`src/rtl/aes_bram_port_arbiter.sv`:
```
// Round-robin arbiter that shares one BRAM start/complete port between two AES
// engine controllers, with a completion timeout so a hung BRAM cannot stall both.
//
// state  | meaning
// S_IDLE | no transaction; pick a pending requester and launch its strobe
// S_WAIT | strobe, address and data held until bram_complete or timeout
// S_DONE | done (and err on timeout) pulse for the served requester
module aes_bram_port_arbiter #(
  parameter int ADDR_W  = 32,
  parameter int DATA_W  = 32,
  parameter int TIMEOUT = 1024
) (
  input  logic              aes_clk,
  input  logic              aes_rst_n,
  input  logic [1:0]        req_rd,
  input  logic [1:0]        req_wr,
  input  logic [ADDR_W-1:0] req_addr0,
  input  logic [ADDR_W-1:0] req_addr1,
  input  logic [DATA_W-1:0] req_wdata0,
  input  logic [DATA_W-1:0] req_wdata1,
  output logic [1:0]        done,
  output logic [1:0]        err,
  output logic [DATA_W-1:0] rd_data,
  output logic              busy,
  output logic              bram_start_read,
  output logic              bram_start_write,
  output logic [ADDR_W-1:0] bram_addr,
  output logic [DATA_W-1:0] bram_write_data,
  input  logic              bram_complete,
  input  logic [DATA_W-1:0] bram_read_data
);

  localparam int CNT_W = (TIMEOUT > 1) ? $clog2(TIMEOUT) : 1;
  localparam logic [CNT_W-1:0] CNT_LAST = CNT_W'(TIMEOUT - 1);

  typedef enum logic [1:0] {
    S_IDLE = 2'd0,
    S_WAIT = 2'd1,
    S_DONE = 2'd2
  } state_e;

  state_e            state_q;
  logic              gnt_q;
  logic              last_grant_q;
  logic [CNT_W-1:0]  cnt_q;
  logic [1:0]        done_q;
  logic [1:0]        err_q;
  logic [DATA_W-1:0] rd_data_q;
  logic              start_rd_q;
  logic              start_wr_q;
  logic [ADDR_W-1:0] addr_q;
  logic [DATA_W-1:0] wdata_q;

  logic [1:0]        pend;
  logic              gnt_d;
  logic              sel_rd;
  logic [ADDR_W-1:0] sel_addr;
  logic [DATA_W-1:0] sel_wdata;

  assign pend = req_rd | req_wr;

  // When both are pending, the one not served last wins.
  always_comb begin
    gnt_d = 1'b0;
    case (pend)
      2'b01:   gnt_d = 1'b0;
      2'b10:   gnt_d = 1'b1;
      2'b11:   gnt_d = ~last_grant_q;
      default: gnt_d = 1'b0;
    endcase
  end

  assign sel_rd    = gnt_d ? req_rd[1]  : req_rd[0];
  assign sel_addr  = gnt_d ? req_addr1  : req_addr0;
  assign sel_wdata = gnt_d ? req_wdata1 : req_wdata0;

  always_ff @(posedge aes_clk or negedge aes_rst_n) begin
    if (!aes_rst_n) begin
      state_q      <= S_IDLE;
      gnt_q        <= 1'b0;
      last_grant_q <= 1'b1;
      cnt_q        <= '0;
      done_q       <= '0;
      err_q        <= '0;
      rd_data_q    <= '0;
      start_rd_q   <= 1'b0;
      start_wr_q   <= 1'b0;
      addr_q       <= '0;
      wdata_q      <= '0;
    end else begin
      done_q <= '0;
      err_q  <= '0;
      case (state_q)
        S_IDLE: begin
          if (|pend) begin
            gnt_q      <= gnt_d;
            addr_q     <= sel_addr;
            wdata_q    <= sel_wdata;
            // A read request takes precedence over a simultaneous write.
            start_rd_q <= sel_rd;
            start_wr_q <= ~sel_rd;
            cnt_q      <= '0;
            state_q    <= S_WAIT;
          end
        end
        S_WAIT: begin
          if (bram_complete) begin
            start_rd_q    <= 1'b0;
            start_wr_q    <= 1'b0;
            if (start_rd_q) rd_data_q <= bram_read_data;
            done_q[gnt_q] <= 1'b1;
            last_grant_q  <= gnt_q;
            state_q       <= S_DONE;
          end else if ((TIMEOUT != 0) && (cnt_q == CNT_LAST)) begin
            start_rd_q    <= 1'b0;
            start_wr_q    <= 1'b0;
            rd_data_q     <= '0;
            done_q[gnt_q] <= 1'b1;
            err_q[gnt_q]  <= 1'b1;
            last_grant_q  <= gnt_q;
            state_q       <= S_DONE;
          end else begin
            cnt_q <= cnt_q + 1'b1;
          end
        end
        S_DONE: begin
          cnt_q   <= '0;
          state_q <= S_IDLE;
        end
        default: state_q <= S_IDLE;
      endcase
    end
  end

  assign done             = done_q;
  assign err              = err_q;
  assign rd_data          = rd_data_q;
  assign busy             = (state_q != S_IDLE);
  assign bram_start_read  = start_rd_q;
  assign bram_start_write = start_wr_q;
  assign bram_addr        = addr_q;
  assign bram_write_data  = wdata_q;

endmodule

```
`config.mk`:
```
export PLATFORM = sky130hd
export DESIGN_NAME = aes_bram_port_arbiter
export DESIGN_NICKNAME = d
export VERILOG_FILES = /design/src/rtl/aes_bram_port_arbiter.sv
export SDC_FILE = /design/constraint.sdc
export NUM_CORES = 1
export LEC_CHECK = 0
export ABC_AREA = 0
export CORE_MARGIN = 3
export CORE_UTILIZATION = 40
export CTS_CLUSTER_DIAMETER = 80
export DETAILED_ROUTE_END_ITERATION = 10
export PLACE_DENSITY = 0.86
export SLEW_MARGIN = 40
export SYNTH_ARGS = -nofsm -noshare
export SYNTH_HDL_FRONTEND = slang
export SYNTH_SLANG_ARGS = --single-unit
```
`constraint.sdc`:
```
create_clock -name aes_clk -period 1.76 [get_ports aes_clk]
set_input_delay 0.176 -clock aes_clk [delete_from_list [all_inputs] [get_ports aes_clk]]
set_output_delay 0.176 -clock aes_clk [all_outputs]
set_load 0.05 [all_outputs]
```
==> flow_metrics.py, run 1 <==
metrics = {
    "detailed_routing": {
        "wl_met3_um": 1477,
        "maxUsedRoutingLayer": "met4",
        "wirelength_um": 16750,
        "wl_met2_um": 8555,
        "drt-met1-wl_um": 6133,
        "vias": 4666,
        "drt-pass1-iter-count": 6,
        "wl_per_cell_um": 18.16,
        "drc": 0,
        "viasPerCell": 5.061,
        "drt_iter0_markers": 298,
        "ant_nets": 0,
    },
    "sta": {
        "period_minus_slack_ps": 1723,
        "setup_tns_ps": 0,
        "timing.fmax_ghz": 0.5805,
        "slew_violations": 0,
        "hold_viol": 0,
        "fin_crit_sh_pct": 97.87,
        "maxSlewHeadroom_pct": 57.33,
        "grt_setup_unrepaired": "true",
        "fin_skew_ps": 5.169,
        "worst_slew_pin_slew_ps": 640.0,
        "setup_violations": 0,
        "hold-worst-slack_ps": 374.9,
    },
    "floorplanning": {
        "die_h_um": 119.2,
        "die_w_um": 119.2,
        "core_area_um2": 12260,
        "fp-row-count": 40,
        "dieArea_um2": 14200,
        "ios": 270,
        "start_util_pct": 41.79,
    },
    "layout": {
        "regArea_um2": 2904,
        "synthToLayoutAreaGrowth_pct": 71.67,
        "fin_nets": 912,
        "fin_util_pct": 71.73,
        "antenna_cells": 0,
        "multi_input_area_um2": 2056,
        "layout_commonest_cell": "clkdlybuf4s50_1",
        "drive_gt1_share_pct": 13.13,
        "layout_common_cells": "168 x clkdlybuf4s50_1, 115 x dfrtp_1, 72 x nand2_1",
        "nFillCells": 861,
    },
    "pwr": {
        "p_comb_share_pct": 55.2,
        "p_seq_share_pct": 26.4,
        "p_int_w": 0.009114,
        "leakage_nw": 4.392,
        "p_per_area_nw_per_um2": 1969,
        "ir_worst_vdd_uv": 1316,
        "p_clk_share_pct": 18.5,
        "p_sw_w": 0.008209,
        "switching_share_pct": 47.39,
        "total_power_w": 0.01732,
    },
    "critical_path": {
        "worstReg2RegStart": "last_grant_q$_DFFE_PN1P_",
        "cp-end-kind": "output pin",
        "critPathRequiredTime_ps": 1580,
        "cp_top_family": "buffers and inverters",
        "slowest_delay_ps": 800,
        "crit_buf_inv": 1,
        "worstRegToRegCells": 7,
        "ff2ff_setup_slack_ps": 60,
        "cp_max_fo": 2,
        "worstReg2RegEnd": "bram_write_data[29]$_DFFE_PN0P_",
        "crit_path_cell_trace": "clkdlybuf4s50_1",
        "critPathArrivalTime_ps": 1550,
        "path_class": "reg -> out",
        "slowest_stage": "clkdlybuf4s50_1",
        "startpoint_type": "flop",
    },
    "placed_design": {
        "port_buffers": 269,
        "detailed_place_hpwl_um": 12020,
        "routabilityCongestion": 0.8037,
    },
    "logic_synthesis": {
        "synth_fp_nets": 611,
        "synthAdderAreaFrac_pct": 0.2442,
        "yosysUniqueCellTypes": 51,
        "ys_seq_area_share_pct": 56.68,
        "synth.area.mux_share_pct": 12.92,
        "syn_area_um2": 5124,
        "ys_warn_count": 0,
        "synth_top_family_by_area": "compound AO/OA/AOI/OAI gates",
        "netlist_instances": 443,
        "synth_compound_area_share_pct": 16.26,
        "synthSimpleGateAreaFrac_pct": 9.353,
        "syn_avg_cell_area_um2": 11.57,
        "synth_xor_area_share_pct": 0.3419,
        "ys_seq_elements": 116,
    },
    "clock_tree": {
        "clk_pin_slew_worst_paths_ps": 50,
        "clkLatencyLatePin_ps": 410,
        "htree_levels": 4,
        "cts_root_buf": "clkbuf_16",
        "cts.path.max_buffers": 2,
        "numCtsBuffers": 17,
        "cts.sinks": 116,
        "cts_tree": "built",
    },
    "global_route": {
        "grt_max_degree": 117,
        "grt_pass1_vias": 5003,
        "grt_pass1_wl_um": 25580,
        "overflow": 0,
        "grt_antenna_before_repair": 0,
        "grt_usage_pct": 22.98,
    },
    "flow_run": {
        "cap_viol_max_count": 0,
    },
    "worst_hold_path": {
        "hold_path_class": "in -> async",
    },
    "status": {
        "status": "complete, no violations",
    },
}
==> power groups by stage <==
| stage | logic [W] | registers, W | clock network, W |
|---|---|---|---|
| global route | 0.0101 | 0.00472 | 0.00338 |
| finish | 0.00955 | 0.00457 | 0.00320 |
| CTS | 0.00939 | 0.00457 | 0.00326 |
| detailed placement | 0.00987 | 0.00461 | 0 |
| floorplan | 0.00259 | 0.00830 | 0 |
| global placement | 0.00967 | 0.00453 | 0 |
==> synthesized netlist by cell type, drive strengths merged <==
master,instances,area share (%)
nor3b,2,0.51
a221o,1,0.20
ha,1,0.24
mux2,1,0.22
and3,2,0.24
o31ai,2,0.56
o21ai,70,6.8
or4,1,0.22
dfrtp,115,56
o311ai,1,0.17
a21boi,1,0.15
o2bb2ai,1,0.17
xor2,1,0.17
nor3,3,0.29
inv,3,0.22
nor4,1,0.12
o21a,2,0.32
a21oi,2,0.20
nand4,2,0.24
clkbuf,7,0.66
nand3,5,0.73
o31a,1,0.17
a31oi,2,0.24
and2,2,0.24
dfstp,1,0.51
nand2,75,5.7
xnor2,1,0.17
nand2b,1,0.12
nor2b,3,0.51
o41ai,2,0.49
a22o,35,6.0
o211ai,2,0.29
mux2i,65,13
o22ai,1,0.12
a21o,2,0.32
buf,21,3.3
nor2,5,0.37
==> metal layers <==
layer,vias to the layer above,GRT usage [%]
met1,2214,24.61
met3,45,8.927
li1,2183,-
met5,-,0
met4,0,9.558
met2,224,40.34
==> registers in the layout (all words and copies together), names as in the netlist, 2 cells and up <==
name and count:
err 2, rd_data 32, state_q 2, done 2, bram_addr 32, bram_write_data 32
cnt_q 10
==> through the flow <==
step | cells | cell area (um2) | setup slack [ps]
6_report | 922 | 8796 | 37.44
5_1_grt | 922 | 8796 | -58.06
4_1_cts | 911 | 8572 | 0.1811
3_5_place_dp | 881 | 8094 | -150.8
3_3_place_gp | 881 | 8094 | -90.03
2_1_floorplan | 443 | 5124 | 144.5
==> area by class of cell <==
| class | count | area share, % |
|---|---|---|
| Tap cell | 168 | 2.390 |
| Sequential cell | 116 | 33.02 |
| Multi-Input combinational cell | 296 | 23.37 |
| Timing Repair Buffer | 310 | 34.82 |
| Clock inverter | 5 | 0.5690 |
| Clock buffer | 24 | 5.704 |
| Inverter | 3 | 0.1280 |
==> how the worst max path moves through the flow <==
stage,to,slack [ps],from,cells after the start
after global placement,bram_addr[19]$_DFFE_PN0P_,-90,req_wr[0],5
final,rd_data[28],40,rd_data[28]$_DFFE_PN0P_,1
after detailed placement,bram_addr[25]$_DFFE_PN0P_,-150,req_wr[0],6
after global routing,cnt_q[2]$_DFFE_PN0P_,-60,cnt_q[6]$_DFFE_PN0P_,6
after floorplan,last_grant_q$_DFFE_PN1P_,140,cnt_q[0]$_DFFE_PN0P_,5
after CTS,bram_addr[27],0.2,bram_addr[27]$_DFFE_PN0P_,1
==> worst min-delay path, delay by kind of cell <==
family	cells	cell delay, ps
buffers and inverters	3	1060
==> kinds of logic (layout without fill, tap and decap cells) <==
| group | Yosys count | count (layout) |
|---|---|---|
| flip-flops | 116 | 116 |
| AO/OA/AOI/OAI | 125 | 125 |
| multiplexers | 66 | 66 |
| buffers and inverters | 31 | 342 |
| adder cells (fa/ha/maj) | 1 | 1 |
| XOR/XNOR | 2 | 2 |
| AND/OR/NAND/NOR | 102 | 102 |
==> timing repair <==
| action | 4_1_cts | 5_1_grt |
|---|---|---|
| endpoints found under the hold margin | 115 | 0 |
| pin swaps | 0 | 2 |
| gates resized for setup | 70 | 28 |
| hold buffers | 1 | 0 |
| setup buffers | 0 | 8 |
| cloned | 0 | 3 |
| endpoints found under the setup margin | 79 | 67 |
Power figures use the tool's default switching activity.
==> run 2, diff against run 1 <==
==> constraint.sdc (replaced) <==
create_clock -name aes_clk -period 1.9 [get_ports aes_clk]
set_input_delay 0.19 -clock aes_clk [delete_from_list [all_inputs] [get_ports aes_clk]]
set_output_delay 0.19 -clock aes_clk [all_outputs]
set_load 0.05 [all_outputs]
==> run 2 against run 1 <==
First-iteration DRC count decreased by 4.4%. Largest cell class unchanged. Critical path type unchanged. Clock power decreased by 7.8%. Die area unchanged. Count of clock-buffer cells in the layout unchanged. Highest routed layer unchanged. Register-to-register slack improved by 100 ps.
==> flow_metrics.py, run 2 (synthesis results as in run 1) <==
metrics = {
    "critical_path": {
        "critPathArrivalTime_ps": 1640,
        "crit_buf_inv": 1,
        "crit_path_cell_trace": "clkdlybuf4s50_1",
        "slowest_delay_ps": 850,
        "cp-end-kind": "output pin",
        "startpoint": "bram_start_read$_DFFE_PN0P_",
        "critPathRequiredTime_ps": 1710,
        "startpoint_type": "flop",
        "cp_max_fo": 4,
        "worstReg2RegStart": "cnt_q[0]$_DFFE_PN0P_",
        "cp_top_family": "buffers and inverters",
        "path_class": "reg -> out",
        "slowest_stage": "clkdlybuf4s50_1",
    },
    "pwr": {
        "leakage_nw": 3.826,
        "p_per_area_nw_per_um2": 1888,
        "p_seq_share_pct": 26.2,
        "switching_share_pct": 46.19,
        "p_int_w": 0.008743,
        "ir_worst_vdd_uv": 1275,
        "p_comb_share_pct": 55.6,
        "total_power_w": 0.01625,
        "p_sw_w": 0.007504,
        "p_clk_share_pct": 18.1,
    },
    "global_route": {
        "grt_antenna_before_repair": 0,
        "overflow": 0,
        "grt_max_degree": 65,
        "grt_pass1_vias": 4854,
        "grt_usage_pct": 22.42,
        "grt_pass1_wl_um": 24960,
    },
    "status": {
        "status": "complete, no violations",
    },
    "placed_design": {
        "detailed_place_hpwl_um": 12110,
        "routabilityCongestion": 0.8147,
        "port_buffers": 269,
    },
    "floorplanning": {
        "die_h_um": 119.2,
        "die_w_um": 119.2,
        "dieArea_um2": 14200,
        "ios": 270,
        "start_util_pct": 41.79,
        "fp-row-count": 40,
        "core_area_um2": 12260,
    },
    "clock_tree": {
        "cts_root_buf": "clkbuf_16",
        "clkLatencyLatePin_ps": 410,
        "cts_tree": "built",
        "cts.path.max_buffers": 2,
        "cts.sinks": 116,
        "clk_pin_slew_worst_paths_ps": 50,
        "htree_levels": 4,
        "numCtsBuffers": 17,
        "cts_resized": 0,
    },
    "layout": {
        "drive_gt1_share_pct": 8.868,
        "layout_common_cells": "266 x clkdlybuf4s50_1, 115 x dfrtp_1, 72 x nand2_1",
        "layout_commonest_cell": "clkdlybuf4s50_1",
        "synthToLayoutAreaGrowth_pct": 67.96,
        "antenna_cells": 0,
        "nFillCells": 881,
        "fin_nets": 891,
    },
    "sta": {
        "fin_skew_ps": 6.839,
        "period_minus_slack_ps": 1830,
        "worst_slew_pin_slew_ps": 559.6,
        "setup_violations": 0,
        "hold_viol": 0,
        "maxSlewHeadroom_pct": 62.58,
        "grt_setup_unrepaired": "false",
        "timing.fmax_ghz": 0.5466,
        "fin_crit_sh_pct": 96.30,
        "slew_violations": 0,
        "setup_tns_ps": 0,
    },
    "detailed_routing": {
        "wirelength_um": 15740,
        "viasPerCell": 5.095,
        "drc": 0,
        "drt-pass1-iter-count": 4,
        "drt_iter0_markers": 285,
        "ant_nets": 0,
        "vias": 4591,
        "wl_per_cell_um": 17.47,
    },
    "flow_run": {
        "cap_viol_max_count": 0,
    },
    "worst_hold_path": {
        "hold_path_class": "in -> async",
    },
}
run 2: cell types whose count changed in the layout (fill, tap and decap cells not counted), moves of 3 or more:
cell             delta
buf_4              -27
clkbuf_16           -3
clkdlybuf4s50_1    +98
dlygate4sd2_1      -69
dlymetal6s2s_1     -19
o21ai_0             +3
o21ai_1             -3
run 2: routing by layer:
layer | share of wire, % | wire, um | vias to the layer above | GRT usage (%)
li1 | - | - | 2152 | -
met1 | 36 | 5706 | 2191 | 24.79
met2 | 52 | 8218 | 221 | 38.82
met3 | 9.0 | 1412 | 27 | 8.120
met4 | 2.6 | 405 | 0 | 9.486
met5 | 0 | 0 | - | 0
run 2: power by group through the flow:
stage	Sequential, W	Clock [W]	Combinational [W]
floorplan	0.00769	0	0.00239
global placement	0.00421	0	0.00889
detailed placement	0.00427	0	0.00906
CTS	0.00427	0.00300	0.00910
global route	0.00439	0.00311	0.00950
finish	0.00426	0.00295	0.00904
run 2: area by class of cell:
class	instances	area [um2]	area share, %
Clock buffer	24	501.7	5.830
Clock inverter	5	50.05	0.5816
Inverter	3	11.26	0.1309
Multi-Input combinational cell	296	2016	23.42
Sequential cell	116	2904	33.75
Tap cell	168	210.2	2.443
Timing Repair Buffer	289	2913	33.85
run 2: path summary, 6_finish.rpt:
kind / end / slack, ps / cells past startpoint
worst max-delay path: bram_start_read / 70 / 1
worst min-delay path: cnt_q[8]$_DFFE_PN0P_ / 270 / 2
worst max register to register: rd_data[0]$_DFFE_PN0P_ / 160 / 6
worst min register to register: bram_addr[5]$_DFFE_PN0P_ / 480 / 2
max in group asynchronous: bram_write_data[14]$_DFFE_PN0P_ / 950 / 3
min in group aes_clk: rd_data[11]$_DFFE_PN0P_ / 390 / 2
run 2: repair_timing:
item	4_1_cts	5_1_grt
buffers inserted	0	0
hold buffers	1	0
endpoints found under the hold margin	25	0
run 2: stage by stage:
stage	hold WS [ps]	area [um2]	worst slack [ps]	cells	utilization (%)
2_1_floorplan	-105.6	5124	284.5	443	-
3_3_place_gp	126.4	8044	41.21	871	65.60
3_5_place_dp	135.7	8044	-8.658	871	65.60
4_1_cts	260.1	8606	51.37	901	70.18
5_1_grt	287.1	8606	27.34	901	70.18
6_report	270.3	8606	70.39	901	70.18
